$ cat src/rtl/btn_scan.sv
// btn_scan: multi-channel button front end.
// Each raw input is synchronized, debounced, and then either queued as a
// press event with ack handshake (EDGE_MODE=1) or encoded as a registered
// highest-pressed-index level (EDGE_MODE=0).
module btn_scan #(
  parameter int N         = 25,
  parameter int W         = 6,
  parameter int DB_CYCLES = 4,
  parameter int EDGE_MODE = 1
) (
  input  logic         clk,
  input  logic         rst,
  input  logic [N-1:0] btn_raw,
  input  logic         btn_ack,
  output logic [W-1:0] btn,
  output logic         btn_en,
  output logic [N-1:0] btn_held,
  output logic         btn_ovf
);

  // Counter only needs to reach DB_CYCLES-1; keep at least one bit.
  localparam int CW = (DB_CYCLES > 1) ? $clog2(DB_CYCLES) : 1;
  localparam logic [CW-1:0] CNT_LAST = CW'(DB_CYCLES - 1);
  localparam logic [N-1:0]  ONE_N    = {{(N-1){1'b0}}, 1'b1};

  logic [N-1:0]         sync1_q, sync2_q;
  logic [N-1:0]         deb_q, deb_d;
  logic [N-1:0][CW-1:0] cnt_q, cnt_d;
  logic [N-1:0]         press;

  logic [W-1:0] btn_q, btn_d;
  logic         btn_en_q, btn_en_d;
  logic         ovf_q, ovf_d;

  // Highest set bit index, 0 when the vector is empty.
  function automatic logic [W-1:0] top_index(input logic [N-1:0] v);
    top_index = '0;
    for (int i = 0; i < N; i++) begin
      if (v[i]) top_index = W'(i);
    end
  endfunction

  // Two-stage synchronizer for the asynchronous button levels.
  always_ff @(posedge clk) begin
    if (rst) begin
      sync1_q <= '0;
      sync2_q <= '0;
    end else begin
      sync1_q <= btn_raw;
      sync2_q <= sync1_q;
    end
  end

  // Debounce: the level must disagree for DB_CYCLES consecutive edges
  // before it is accepted; press flags the accepted 0->1 transition.
  always_comb begin
    deb_d = deb_q;
    cnt_d = cnt_q;
    press = '0;
    for (int i = 0; i < N; i++) begin
      if (sync2_q[i] == deb_q[i]) begin
        cnt_d[i] = '0;
      end else if (cnt_q[i] == CNT_LAST) begin
        deb_d[i] = sync2_q[i];
        cnt_d[i] = '0;
        press[i] = sync2_q[i];
      end else begin
        cnt_d[i] = cnt_q[i] + 1'b1;
      end
    end
  end

  // Debounce state registers.
  always_ff @(posedge clk) begin
    if (rst) begin
      deb_q <= '0;
      cnt_q <= '0;
    end else begin
      deb_q <= deb_d;
      cnt_q <= cnt_d;
    end
  end

  generate
    if (EDGE_MODE != 0) begin : g_event
      logic [N-1:0] pend_q, pend_d;
      logic [N-1:0] sel_oh;
      logic [N-1:0] merge;

      // Event queue: pending[btn] stays set while presented and is
      // dropped by the ack; a press landing on an already-queued or
      // presented channel is merged and flagged as overflow.
      always_comb begin
        sel_oh   = btn_en_q ? (ONE_N << btn_q) : '0;
        merge    = press & (pend_q | sel_oh);
        ovf_d    = ovf_q | (|merge);
        pend_d   = pend_q | press;
        btn_d    = btn_q;
        btn_en_d = btn_en_q;
        if (btn_en_q) begin
          if (btn_ack) begin
            btn_en_d = 1'b0;
            pend_d   = pend_d & ~sel_oh;
          end
        end else if (|pend_q) begin
          btn_d    = top_index(pend_q);
          btn_en_d = 1'b1;
        end
      end

      // Pending press bitmap.
      always_ff @(posedge clk) begin
        if (rst) pend_q <= '0;
        else     pend_q <= pend_d;
      end
    end else begin : g_level
      // Level encoder: highest debounced channel wins.
      always_comb begin
        btn_d    = top_index(deb_q);
        btn_en_d = |deb_q;
        ovf_d    = 1'b0;
      end
    end
  endgenerate

  // Registered outputs.
  always_ff @(posedge clk) begin
    if (rst) begin
      btn_q    <= '0;
      btn_en_q <= 1'b0;
      ovf_q    <= 1'b0;
    end else begin
      btn_q    <= btn_d;
      btn_en_q <= btn_en_d;
      ovf_q    <= ovf_d;
    end
  end

  assign btn      = btn_q;
  assign btn_en   = btn_en_q;
  assign btn_held = deb_q;
  assign btn_ovf  = ovf_q;

endmodule
$ cat config.mk
export PLATFORM = sky130hd
export DESIGN_NAME = btn_scan
export DESIGN_NICKNAME = d
export VERILOG_FILES = /design/src/rtl/btn_scan.sv
export SDC_FILE = /design/constraint.sdc
export NUM_CORES = 1
export LEC_CHECK = 0
export ABC_AREA = 1
export CAP_MARGIN = 20
export CORE_MARGIN = 1
export CORE_UTILIZATION = 61
export CTS_BUF_LIST = sky130_fd_sc_hd__clkbuf_8 sky130_fd_sc_hd__clkbuf_16
export CTS_CLUSTER_DIAMETER = 80
export DETAILED_ROUTE_END_ITERATION = 10
export HOLD_SLACK_MARGIN = 0.08
export PLACE_DENSITY = 0.84
export SYNTH_ARGS = -nofsm -noshare
export SYNTH_HDL_FRONTEND = slang
export SYNTH_SLANG_ARGS = --single-unit
$ cat constraint.sdc
create_clock -name clk -period 3.2 [get_ports clk]
set_clock_uncertainty 0.1 [all_clocks]
set_input_delay 0.32 -clock clk [delete_from_list [all_inputs] [get_ports clk]]
set_output_delay 0.32 -clock clk [all_outputs]
set_load 0.02 [all_outputs]
# --- Word level (Yosys, flattened, before mapping) ---
# Index checks and enable logic that the tools add are counted.
op_classes:
  mux: 80
  bitwise: 32
  shift: 1
  n_reduce_logical: 53
  add_sub_neg: 25
  n_eq_ne: 50
ops:
  columns: ["op", "n"]
  rows:
  - ["$mux 6", 23]
  - ["$mux 25", 3]
  - ["$reduce_or 3->1", 25]
  - ["$mux 1", 54]
  - ["$reduce_and 2->1", 26]
  - ["$add 2x1->2 const B", 25]
  - ["$and 25x25->25", 2]
  - ["$eq 2x2->1 const B", 25]
  - ["$or 25x25->25", 2]
  - ["$reduce_or 25->1", 2]
  - ["$not 1->1", 26]
  - ["$eq 1x1->1", 25]
  - ["$not 25->25", 1]
  - ["$shl 1x6->25 const A", 1]
  - ["$or 1x1->1", 1]
totals:
  input_bits: 28
  elab_cells: 297
  out_inout_bits: 33
  register_bits: 158

# --- Depth between registers and ports, before layout ---
logic_depth:
  depth_word: 24
  depth_mapped: 25
  mapped_depth_nobuf: 25

# --- Worst setup path after synthesis ---
# No wires, ideal clock.
synth_path:
  path_type: "register to register"
  from: "reg btn_q[4] (netlist: btn[4])"
  to: "reg ovf_q (netlist: btn_ovf)"
  stages_incl_launch_ff: 11
  synth_period_minus_slack_ps: 1754
  required_time_ps: 2968
  path_buffers: 0
  arrival_ps: 1522
  setup_slack_ps: 1446
  setup_ps: 132
  path_cell_list: "dfxtp_1 > nor2_2 > inv_2 > nor2_2 > inv_2 > nor2_1 > nor2_1 > nor2_1 > or3_1 > nor3_1 > a31oi_1"
synth_between:
  elab_chain_len: 6
synth_lines:
  columns: ["element", "line", "source"]
  rows:
  - ["from (decl)", "31", "logic [W-1:0] btn_q, btn_d;"]
  - ["from (signal assigned)", "133", "btn_q <= btn_d;"]
  - ["$shl 1x6->25", "94", "sel_oh = btn_en_q ? (ONE_N << btn_q) : '0;"]
  - ["$mux 25", "94", null]
  - ["$or 25x25->25", "95", "merge = press & (pend_q | sel_oh);"]
  - ["$and 25x25->25", "95", null]
  - ["$reduce_or 25->1", "96", "ovf_d = ovf_q | (|merge);"]
  - ["$or 1x1->1", "96", null]
  - ["to (signal assigned)", "135", "ovf_q <= ovf_d;"]
  - ["to (decl)", "33", "logic ovf_q, ovf_d;"]
# No other way between the ends.
# A chain may end at the register's enable or synchronous reset.

# --- Final worst setup path ---
layout_path:
  from: "reg btn_q[0] (netlist: btn[0])"
  to: "out btn[0]"
layout_lines:
  columns: ["element", "line", "source"]
  rows:
  - ["to (decl)", "15", "output logic [W-1:0] btn,"]
# No word-level cell between the ends.

==> impl_results.md <==
* R2r startpoint: btn_en
* Mapped cell area at 0.00618 mm^2
* Seq cells post-synth at 157
* Crit Path Max Fanout at 7
* Initial antenna violation count at 0
* Setup crit start kind: register
* Final setup fails at 0
* Final GP Congestion at just under 1
* Routed vias at 5159
* Final slew viol count at 0
* R2R Setup Slk at 1200 ps
* Worst EP required at 2780 ps
* Violation count after the first detailed-route iteration at around 270
* Worst slew margin at 0.357
* Pwr/cell area at about 560 mW/mm^2
* Crit Reg-Reg Endpoint: btn_ovf
* Layout cells sized above 1 at 0.0581
* Root Driver: clkbuf_8
* Sequential fraction of the synthesis area at 0.508
* Worst setup startpoint: btn[0]
* Setup bufs post-CTS at 0
* Cts-stage hold buffer count at 0
* First-pass GRT wire length at 21700 um
* Placement-stage worst setup slack at 1230 ps
* TNS Setup at 0 ps
* # nets final at 901
* Synth area leader: dfxtp_1
* Overflow after GRT at 0
* Post-synth EDFFs at 0
* Cts repair resizes at 0
* Synthesized instance count at around 780
* Final core occ at 0.762
* CTS H-tree depth at 4
* Outcome: finished clean
* Avg WL per Cell at 13.8 um
* Num ports at 61
* Vias per std cell at 5.20
* Slowest CP cell: clkdlybuf4s50_1
* Die span in y at 103 um
* Synth-to-layout area growth at 21.0%
* RSZ-0062 raised after global routing: false
* Ys flop type: dfxtp_1
* Post-synth cell types at 32
* TritonCTS clock tree: done
* Die W at 103 um
* Fmax at 467 MHz
* CTS Buffer Depth at 2
* Initial core utilization at 0.630
* Critical path type: reg2out
* Final wirelength at 13700 um
* GRT Total Usage at 0.273
* Clock period minus worst slack at around 2100 ps
* Port Buffer Count at 59
* Final Hold Vio Count at 0
* Row cnt at 36
* Async SR Flop Fraction at 0
* ANT nets after route at 0
* Finished Layout Cells at 993
* Worst VDD drop at 0.000412 V
* Worst Path Arrival at 1720 ps
* Die footprint at around 0.011 mm^2
* Max incr delay on CP at 730 ps
* Number of cells after detailed placement at 962
* Syn. warnings at 0
* Antenna Cells at 0
* Largest delay share family, worst path: buffers and inverters
* Hold endpoint: sync1_q[3]
* Clock-pin slew on the worst setup and hold paths at 60 ps
* Synthesized net count at roughly 840
* Slew @ Worst Pin at 964 ps
* Core Footprint at 0.00982 mm^2
* R2R depth at 12
* Most common cell in the netlist: nor2_1
* Hold path cells at 3
* Synth area leaders: dfxtp_1 51%, nor2_1 9.6%, inv_1 8.7%
* Hold_ws at 189 ps
* Mapped Avg Cell Area at 7.89 um^2
* Hold Crit Class: in2reg
* Drt drc at 0
* DR pass1 iterations at 5
* Critical path capture point type: primary output
* Yosys top cell area share at 0.508
* Cell Chain, Critical Path: clkdlybuf4s50_1
* Final worst path period share at 0.670
* Largest net degree at the start of global routing at 92
* Commonest cells in the synthesized netlist: 158 x nor2_1, 157 x dfxtp_1, 143 x inv_1, 67 x nand2_1, 53 x nand3_1
* P_leak at about 3.4 nW
* Num Clock Sinks at 157
* Post-DP HPWL at 9540 um
* Maxcap violations at 0
* Final WS setup at roughly 1100 ps
* Vias in the first global route at 4985
* Worst-Skew Late Latency at approximately 540 ps
* TritonCTS Buffers at 17
* Crit path buf inv count at 1
* Worst hold start: btn_raw[3]
## cells by family after synthesis
group                      Yosys count  synth area share
AOI/OAI and AO/OA                  107             0.100
xor gates and xnor gates            25            0.0354
adders and majority gates           25            0.0506
buffers and inverters              174             0.108
DFF                                157             0.508
other                                1          0.000606
and+or+nand+nor                    295             0.196
## per-layer routing
metal | vias up | share of wire | GRT usage
li1 | 2586 | - | -
met1 | 2391 | 0.40 | 0.285
met2 | 145 | 0.52 | 0.507
met3 | 37 | 0.047 | 0.0658
met4 | 0 | 0.033 | 0.136
met5 | - | 0 | 0
## sequential cells by signal, summed over array words and instances, names as in the netlist
signal and flops:
btn_en 1, cnt_q 50, btn_held 25, btn 5
sync1_q 25, g_event.pend_q 25, btn_ovf 1, sync2_q 25
## stage by stage
stage	power (mW)	instance area (um^2)
floorplan	2.13	6180
global placement	2.17	6890
detailed placement	2.18	6890
CTS	4.20	7480
global route	4.29	7480
finish	4.17	7480
## layout make-up
class / count / area, um^2
clock buffers: 17 / 414
clock inverters: 14 / 179
fillers: 744 / 2330
inverters: 157 / 603
multi-input cells: 453 / 2370
flip-flops and latches: 157 / 3140
well taps: 133 / 166
repair buffers: 62 / 608
## layout by cell type, fill, tap and decap left out, types with 3 or more instances in the layout
master / Yosys / routed
xor2_1: 25 / 25
clkbuf_16: 0 / 16
nor2_2: 3 / 3
ha_1: 25 / 25
nand3_1: 53 / 53
nor4_1: 4 / 4
dfxtp_1: 157 / 157
bufinv_16: 0 / 4
a21oi_1: 41 / 41
a221oi_1: 8 / 8
a22oi_1: 12 / 12
o22ai_1: 4 / 4
inv_2: 12 / 12
o21ai_0: 34 / 34
inv_1: 143 / 147
nor2_1: 158 / 158
nor3_1: 6 / 6
clkdlybuf4s50_1: 0 / 58
nand2_1: 67 / 67
buf_4: 1 / 3
## power by group
part / switching (mW) / total, mW / internal, mW
registers: 0.0211 / 2.02 / 1.99
clock network: 0.772 / 2.02 / 1.25
logic: 0.0731 / 0.127 / 0.0544
## how the worst max path moves through the flow
stage | end | cells past startpoint
CTS | btn[0] | 1
finish | btn[0] | 1
floorplan | btn_ovf | 10
global placement | btn_ovf | 12
detailed placement | btn_ovf | 12
global route | btn_ovf | 12
No activity file was read; power rests on OpenSTA's default activity.
